<file path="config.mk">
export PLATFORM = sky130hd
export DESIGN_NAME = merge_2_ctrl
export DESIGN_NICKNAME = d
export VERILOG_FILES = /design/src/rtl/sorter_pkg.sv /design/src/rtl/merge_head_select.sv /design/src/rtl/merge_2_ctrl.sv
export SDC_FILE = /design/constraint.sdc
export NUM_CORES = 2
export LEC_CHECK = 0
export ABC_AREA = 0
export CAP_MARGIN = 20
export CORE_AREA = 8 8 691 693
export CTS_CLUSTER_DIAMETER = 50
export CTS_CLUSTER_SIZE = 30
export DETAILED_ROUTE_END_ITERATION = 8
export DIE_AREA = 0 0 699 701
export DONT_BUFFER_PORTS = 1
export GPL_ROUTABILITY_DRIVEN = 0
export HOLD_SLACK_MARGIN = 0.15
export PLACE_DENSITY = 0.34
export SLEW_MARGIN = 10
export SYNTH_ARGS = -nofsm -noshare
export SYNTH_HDL_FRONTEND = slang
export SYNTH_HIERARCHICAL = 1
export SYNTH_SLANG_ARGS = --single-unit
</file>
<file path="constraint.sdc">
create_clock -name i_clk -period 6.7 [get_ports i_clk]
set_input_delay 1.005 -clock i_clk [delete_from_list [all_inputs] [get_ports i_clk]]
set_output_delay 1.005 -clock i_clk [all_outputs]
set_load 0.05 [all_outputs]
</file>
<file path="src/rtl/sorter_pkg.sv">
// Shared types for the bitonic merge sorter.
// Tuples carry an ordered (lo, hi) element pair.
package sorter_pkg;

    localparam int ELEM_W = 128;

    typedef struct packed {
        logic [ELEM_W-1:0] hi;
        logic [ELEM_W-1:0] lo;
    } tuple_t;

    typedef enum logic [1:0] {
        LOAD,
        ISSUE,
        WAIT,
        FLUSH
    } merge_state_t;

    function automatic logic tuple_lt(
        input tuple_t a,
        input tuple_t b
    );
        return a.lo < b.lo;
    endfunction

endpackage

</file>
<file path="src/rtl/merge_head_select.sv">
// Chooses which stream head feeds the merge next.
// Ties go to stream A so equal keys keep stream order.
module merge_head_select
    import sorter_pkg::*;
#(
    parameter int DATA_WIDTH = 128
) (
    input  logic [2*DATA_WIDTH-1:0] a_head,
    input  logic [2*DATA_WIDTH-1:0] b_head,
    input  logic                    a_valid,
    input  logic                    b_valid,
    input  logic                    a_done,
    input  logic                    b_done,
    output logic                    pick_valid,
    output logic                    pick_b
);

    tuple_t a_t;
    tuple_t b_t;

    always_comb begin
        a_t = '0;
        b_t = '0;
        a_t.lo[DATA_WIDTH-1:0] = a_head[DATA_WIDTH-1:0];
        a_t.hi[DATA_WIDTH-1:0] = a_head[2*DATA_WIDTH-1:DATA_WIDTH];
        b_t.lo[DATA_WIDTH-1:0] = b_head[DATA_WIDTH-1:0];
        b_t.hi[DATA_WIDTH-1:0] = b_head[2*DATA_WIDTH-1:DATA_WIDTH];
    end

    // Two live streams must both present a head before comparing
    always_comb begin
        pick_valid = 1'b0;
        pick_b     = 1'b0;
        unique case ({a_done, b_done})
            2'b00: begin
                pick_valid = a_valid & b_valid;
                pick_b     = tuple_lt(b_t, a_t);
            end
            2'b10: begin
                pick_valid = b_valid;
                pick_b     = 1'b1;
            end
            2'b01: begin
                pick_valid = a_valid;
            end
            default: begin
                pick_valid = 1'b0;
            end
        endcase
    end

endmodule

</file>
<file path="src/rtl/merge_2_ctrl.sv">
// Sequencer feeding a 2-wide bitonic merge network from two
// sorted tuple streams; one tuple in flight at a time.
module merge_2_ctrl
    import sorter_pkg::*;
#(
    parameter int DATA_WIDTH = 128
) (
    input  logic                    i_clk,
    input  logic                    i_rst_n,
    input  logic [2*DATA_WIDTH-1:0] i_a_data,
    input  logic                    i_a_valid,
    input  logic                    i_a_last,
    output logic                    o_a_ready,
    input  logic [2*DATA_WIDTH-1:0] i_b_data,
    input  logic                    i_b_valid,
    input  logic                    i_b_last,
    output logic                    o_b_ready,
    output logic [2*DATA_WIDTH-1:0] o_net_elems_0,
    output logic [2*DATA_WIDTH-1:0] o_net_elems_1,
    output logic                    o_net_stall,
    output logic                    o_net_switch_output,
    input  logic [2*DATA_WIDTH-1:0] i_net_elems_0,
    input  logic [2*DATA_WIDTH-1:0] i_net_elems_1,
    input  logic                    i_net_stall,
    input  logic                    i_net_switch_output,
    output logic [2*DATA_WIDTH-1:0] o_data,
    output logic                    o_valid,
    input  logic                    i_ready,
    output logic                    o_done
);

    localparam int TW = 2 * DATA_WIDTH;

    merge_state_t  state;
    logic [TW-1:0] fb;
    logic [TW-1:0] pick;
    logic          a_done;
    logic          b_done;
    logic          pick_valid;
    logic          pick_b;
    logic          pick_last;
    logic          other_done;
    logic          out_free;
    logic          pending;

    merge_head_select #(
        .DATA_WIDTH(DATA_WIDTH)
    ) u_sel (
        .a_head    (i_a_data),
        .b_head    (i_b_data),
        .a_valid   (i_a_valid),
        .b_valid   (i_b_valid),
        .a_done    (a_done),
        .b_done    (b_done),
        .pick_valid(pick_valid),
        .pick_b    (pick_b)
    );

    assign pick       = pick_b ? i_b_data : i_a_data;
    assign pick_last  = pick_b ? i_b_last : i_a_last;
    assign other_done = pick_b ? a_done : b_done;
    assign out_free   = !o_valid || i_ready;
    // Pop strobes are registered, so the head is stale while one is out
    assign pending    = o_a_ready | o_b_ready;

    always_ff @(posedge i_clk) begin
        if (!i_rst_n) begin
            state               <= LOAD;
            fb                  <= '0;
            a_done              <= 1'b0;
            b_done              <= 1'b0;
            o_a_ready           <= 1'b0;
            o_b_ready           <= 1'b0;
            o_net_elems_0       <= '0;
            o_net_elems_1       <= '0;
            o_net_stall         <= 1'b1;
            o_net_switch_output <= 1'b0;
            o_data              <= '0;
            o_valid             <= 1'b0;
            o_done              <= 1'b0;
        end else begin
            o_a_ready           <= 1'b0;
            o_b_ready           <= 1'b0;
            o_net_stall         <= 1'b1;
            o_net_switch_output <= 1'b0;
            o_done              <= 1'b0;
            if (o_valid && i_ready)
                o_valid <= 1'b0;
            unique case (state)
                LOAD: begin
                    if (pick_valid && !pending) begin
                        fb        <= pick;
                        o_a_ready <= !pick_b;
                        o_b_ready <= pick_b;
                        if (pick_last) begin
                            a_done <= a_done | !pick_b;
                            b_done <= b_done | pick_b;
                        end
                        state <= ISSUE;
                    end
                end
                ISSUE: begin
                    if (a_done && b_done) begin
                        state <= FLUSH;
                    end else if (pick_valid && !pending && out_free) begin
                        o_net_elems_0       <= pick;
                        o_net_elems_1       <= fb;
                        o_net_stall         <= 1'b0;
                        o_net_switch_output <= pick_last && other_done;
                        o_a_ready           <= !pick_b;
                        o_b_ready           <= pick_b;
                        if (pick_last) begin
                            a_done <= a_done | !pick_b;
                            b_done <= b_done | pick_b;
                        end
                        state <= WAIT;
                    end
                end
                WAIT: begin
                    if (!i_net_stall) begin
                        o_data  <= i_net_elems_0;
                        o_valid <= 1'b1;
                        fb      <= i_net_elems_1;
                        if ((a_done && b_done) || i_net_switch_output)
                            state <= FLUSH;
                        else
                            state <= ISSUE;
                    end
                end
                FLUSH: begin
                    if (out_free) begin
                        o_data  <= fb;
                        o_valid <= 1'b1;
                        o_done  <= 1'b1;
                        a_done  <= 1'b0;
                        b_done  <= 1'b0;
                        state   <= LOAD;
                    end
                end
                default: state <= LOAD;
            endcase
        end
    end

endmodule

</file>
# Word-level counts from Yosys, hierarchy flattened
# Index checks and enable logic that the tools add are counted.
[word_totals]
ram_bits = 0
reg_bits = 1034
elab_cells = 99
romBits = 0
n_memories = 0
latch_bits = 0
in_bits = 1033
[op_classes]
bitwise = 8
n_eq_ne = 11
n_mux = 43
shifts = 0
reduce_logical = 23
order_cmp = 1
n_div = 0
add_sub_neg = 0
n_mul = 0
[op_table]
columns = ["cell", "n"]
rows = [
  ["two-way mux 256 bit", 5],
  ["one-hot mux 256 bit (2 select lines)", 2],
  ["< comparator 128 bit", 1],
  ["two-way mux 1 bit", 22],
  ["two-way mux 2 bit", 6],
  ["!= test 2 bit, second input constant", 5],
  ["one-hot mux 1 bit (3 select lines)", 3],
  ["AND reduction 3 bit", 3],
  ["one-hot mux 1 bit (2 select lines)", 4],
  ["one-hot mux 2 bit (4 select lines)", 1],
  ["== test 2 bit, second input constant", 3],
  ["logical AND 1 bit", 5],
  ["AND reduction 5 bit", 1],
  ["== test 2 x 1 -> 1 bit, second input constant", 2],
  ["zero test 2 bit", 2],
  ["NOT 1 bit", 4],
  ["AND reduction 4 bit", 1],
  ["nonzero test 2 bit", 2],
  ["OR reduction 4 bit", 1],
  ["zero test 1 bit", 3],
  ["!= test 3 bit, second input constant", 1],
  ["OR 1 bit", 3],
  ["nonzero test 3 bit", 1],
  ["OR reduction 3 bit", 1],
  ["3 further kinds", 4],
]

# Longest topological paths before layout
[depth]
word_depth = 8
mapped_depth = 16
ltp_nobuf = 13

# Modules after synthesis
# The synthesis kept the hierarchy.
[modules_own_cells]
columns = ["mod", "area_per_inst_um2", "n_inst", "cells_per_inst"]
rows = [
  ["merge_2_ctrl", 44427.6, 1, 5182],
  ["merge_head_select", 3270.6, 1, 470],
]

# Least setup slack after synthesis
# OpenSTA, ideal clock, no wires.
[synth_path]
path_type = "input port to flip-flop"
startpoint = "input port i_a_data[125]"
endpoint = "register fb[75]"
slack_ns = 2.657
arrival_time_ns = 3.913
stages = 16
path_buffers = 3
cell_sequence = "inv_1 ha_1 a21o_1 a221o_1 a21oi_2 o211a_1 o21ai_1 a211o_1 nor2_1 buf_2 clkbuf_1 clkbuf_1 mux2i_1 nand2_1 o2111ai_1 o21ai_0"
[synth_between]
elab_chain_cells = 5
[synth_lines]
columns = ["element", "line_no", "source"]
rows = [
  ["start, declared", "merge_2_ctrl.sv:10", "input logic [2*DATA_WIDTH-1:0] i_a_data,"],
  ["< comparator 128 bit", "sorter_pkg.sv:23", "return a.lo < b.lo;"],
  ["one-hot mux 1 bit (2 select lines)", "merge_head_select.sv:34", "unique case ({a_done, b_done})"],
  ["net pick_b", "merge_2_ctrl.sv:40", "logic pick_b;"],
  ["two-way mux 256 bit", "merge_2_ctrl.sv:59", "assign pick = pick_b ? i_b_data : i_a_data;"],
  ["two-way mux 256 bit", "merge_2_ctrl.sv:91", "if (pick_valid && !pending) begin"],
  ["one-hot mux 256 bit (2 select lines)", "merge_2_ctrl.sv:89", "unique case (state)"],
  ["end signal, assigned", "merge_2_ctrl.sv:92", "fb <= pick;"],
  ["end signal, assigned", "merge_2_ctrl.sv:123", "fb <= i_net_elems_1;"],
  ["end, declared", "merge_2_ctrl.sv:35", "logic [TW-1:0] fb;"],
]
# The timed path passes the listed nets, and every way through them passes these cells. The select of a mux whose other input is x is not followed.
# A chain may end at the register's enable or synchronous reset.

# Worst setup path in the final report
[layout_path]
startpoint = "input port i_a_data[60]"
endpoint = "register fb[27]"
# The elaborated chain is that of the path after synthesis.

==> flow_metrics.tcl <==
set metrics [dict create \
    status "finished clean" \
    internal-power_mw 15.2 \
    p_seq_share_pct 38.6 \
    crit_path_frequent_cell "nand2_1" \
    critical_path_class "primary input to flip-flop" \
    htree_num_levels 4 \
    endpoint_kind "flip-flop" \
    path_clk_slew_ps 60 \
    worstPathMaxFanout 79 \
    fin_tns_setup_ps 0 \
    switching_share_pct 38.9 \
    cp.required_ps 7390 \
    grt_pass1_vias 43700 \
    path_cells "inv_1 > ha_1 > nand4_1 > nor3_1 > nand2_1 > nor4_2 > o311ai_1 > a31oi_2 > buf_6 > nor2_4 > buf_12 > mux2i_1 > nand2_1 > o2111ai_1 > o21ai_0" \
    coreArea_um2 466000 \
    antenna_found_initial 124 \
    drive_gt1_share_pct 9.62 \
    arrival_ps 5650 \
    setup-violations-final 0 \
    routedWlPerCell_um 34.5 \
    yosys.area.top_type "dfxtp_1" \
    max_freq_ghz 0.202 \
    viasPerCell 3.83 \
    die_w_um 699 \
    clk_latency_ps 920 \
    final_nets 6650 \
    drt-pass1-iter-count 8 \
    numCtsBuffers 208 \
    finish.utilization_pct 13.4 \
    power.switching_mw 9.67 \
    p_clk_share_pct 45.1 \
    finalWirelength_um 411000 \
    synth.distinct_cells 56 \
    rsz0062_at_grt "false" \
    postSynthCellCount 5652 \
    power_density_nw_per_um2 398 \
    crit_buf_inv 3 \
    die-area_um2 490000 \
    slowest_delay_ps 810 \
    synth-edff-count 0 \
    timing.hold.ws_ps 308 \
    cts.sinks 1034 \
    ys_seq_elements 1034 \
    critPathLaunchType "primary input" \
    worst_slew_pin_slew_ps 1400 \
    io_buffers 0 \
    grt_max_degree 298 \
    cts_buffer_depth 4 \
    grt_pass1_wl_um 514000 \
    async_flop_share_pct 0 \
    slew_headroom_pct 6.86 \
    num_vias 45600 \
    cap_violations 0 \
    fin_crit_ps 4960 \
    synth.top_cells.by_count "nand2_1 (1,836), dfxtp_1 (1,034), o211a_1 (513)" \
    synthFlopType "dfxtp_1" \
    synth-seq-area-share_pct 43.4 \
    hpwl_um 342000 \
    synth_nets 6812 \
    drt_iter0_markers 4403 \
    n_fill_cell 53300 \
    skew_ps 102 \
    avgSynthCellArea_um2 8.44 \
    num_rows 251 \
    start_util_pct 10.2 \
    finalHoldViolCount 0 \
    cts_tree "built" \
    synth.most_common_cell "nand2_1" \
    slew_violations 0 \
    ant_nets 0 \
    yosysTopAreaCellShare_pct 43.4 \
    yosysWarnings 6 \
    ir_drop_mv 0.208 \
    synth_area_um2 47700 \
    final.period_utilization_pct 74.0 \
    die_h_um 701 \
    leakage_nw 28.4 \
    synthToLayoutAreaGrowth_pct 30.7 \
    drc_errors 0 \
    cp_slowest_cell "nor4_2" \
    grt_overflow 0 \
    synthTopCellsByArea "dfxtp_1 (43%), nand2_1 (14%), o211a_1 (11%)" \
    clock-root-buffer "clkbuf_16" \
    path_delay_family "simple AND/OR/NAND/NOR gates" \
    finalPower_mw 24.9 \
    io_pins 1807 \
    worstHoldPathType "primary input to flip-flop" \
    grt_use_total_pct 15.9 \
    power_frac_comb_pct 16.3 \
]
## sequential cells by signal (all words and copies together) (netlist names)
signal,flops
fb,256
o_data,256
o_net_elems_0,256
o_net_elems_1,256
state,2
a_done,1
b_done,1
o_a_ready,1
o_b_ready,1
o_done,1
o_net_stall,1
o_net_switch_output,1
o_valid,1
## through the flow
step / std cells / instance area, um2 / setup slack [ps]
after global routing: 11900 / 62300 / 1680
after CTS: 11900 / 62100 / 1850
after floorplan: 5652 / 47700 / 2660
after global placement: 11500 / 54600 / -71.0
after detailed placement: 11500 / 54700 / 801
final: 11900 / 62400 / 1740
## layer usage
layer / global-route usage, % / part of all wire (%) / up-vias
met5: 0 / 0.086 / -
met4: 5.56 / 4.0 / 50
met3: 7.56 / 11 / 567
met2: 27.4 / 48 / 2467
met1: 16.9 / 36 / 22800
li1: - / - / 19700
## kinds of logic after synthesis
group | count (synthesis) | synth area share (%)
multiplexers | 257 | 5.39
flip-flops | 1034 | 43.4
buffers and inverters | 646 | 5.77
AO/OA/AOI/OAI | 1411 | 23.9
AND/OR/NAND/NOR | 2177 | 18.3
adder cells (fa/ha/maj) | 127 | 3.33
## power by group through the flow
stage | logic [mW] | clock network [mW] | registers (mW)
detailed placement | 4.07 | 0 | 9.81
floorplan | 2.61 | 0 | 8.76
finish | 4.06 | 11.2 | 9.59
global route | 4.41 | 11.8 | 9.69
CTS | 4.09 | 11.5 | 9.68
global placement | 4.02 | 0 | 9.80
## cell type report
cell class | count | area [um2] | area share [%]
Inverter | 131 | 492 | 0.788
Clock buffer | 241 | 5530 | 8.87
Antenna cell | 46 | 115 | 0.185
Clock inverter | 145 | 1870 | 2.99
Timing Repair Buffer | 143 | 1600 | 2.56
Sequential cell | 1034 | 20700 | 33.2
Tap cell | 6198 | 7750 | 12.4
Multi-Input combinational cell | 3972 | 24300 | 39.0
## layout by cell type, fill, tap and decap left out, drive strengths merged, types with 46 or more instances in the layout
| cell | Yosys | final |
|---|---|---|
| nand2 | 1837 | 1837 |
| dfxtp | 1034 | 1034 |
| o211a | 513 | 513 |
| o21ai | 284 | 284 |
| nand3 | 264 | 264 |
| a21boi | 258 | 258 |
| o2111ai | 258 | 258 |
| mux2i | 257 | 257 |
| clkbuf | 349 | 244 |
| inv | 131 | 175 |
| buf | 166 | 139 |
| ha | 127 | 127 |
| a21oi | 53 | 53 |
| clkinv | 0 | 52 |
| diode | 0 | 46 |
## worst paths after layout
path,from,to,slack [ps],cells past startpoint
worst max-delay path,i_a_data[60],fb[27]$_SDFFE_PN0P_,1740,15
worst min-delay path,i_net_elems_1[84],fb[84]$_SDFFE_PN0P_,310,2
worst max register to register,b_done$_SDFFE_PN0P_,fb[27]$_SDFFE_PN0P_,2140,13
worst min register to register,fb[104]$_SDFFE_PN0P_,o_net_elems_1[104]$_SDFFE_PN0P_,450,2
## timing repair
| item | in CTS | in global routing |
|---|---|---|
| resized for setup | 0 | 0 |
| hold buffers | 2 | 0 |
| hold endpoints to repair | 38 | 0 |
| buffers inserted | 0 | 0 |
Note: power is estimated with default switching activity, not from simulation.
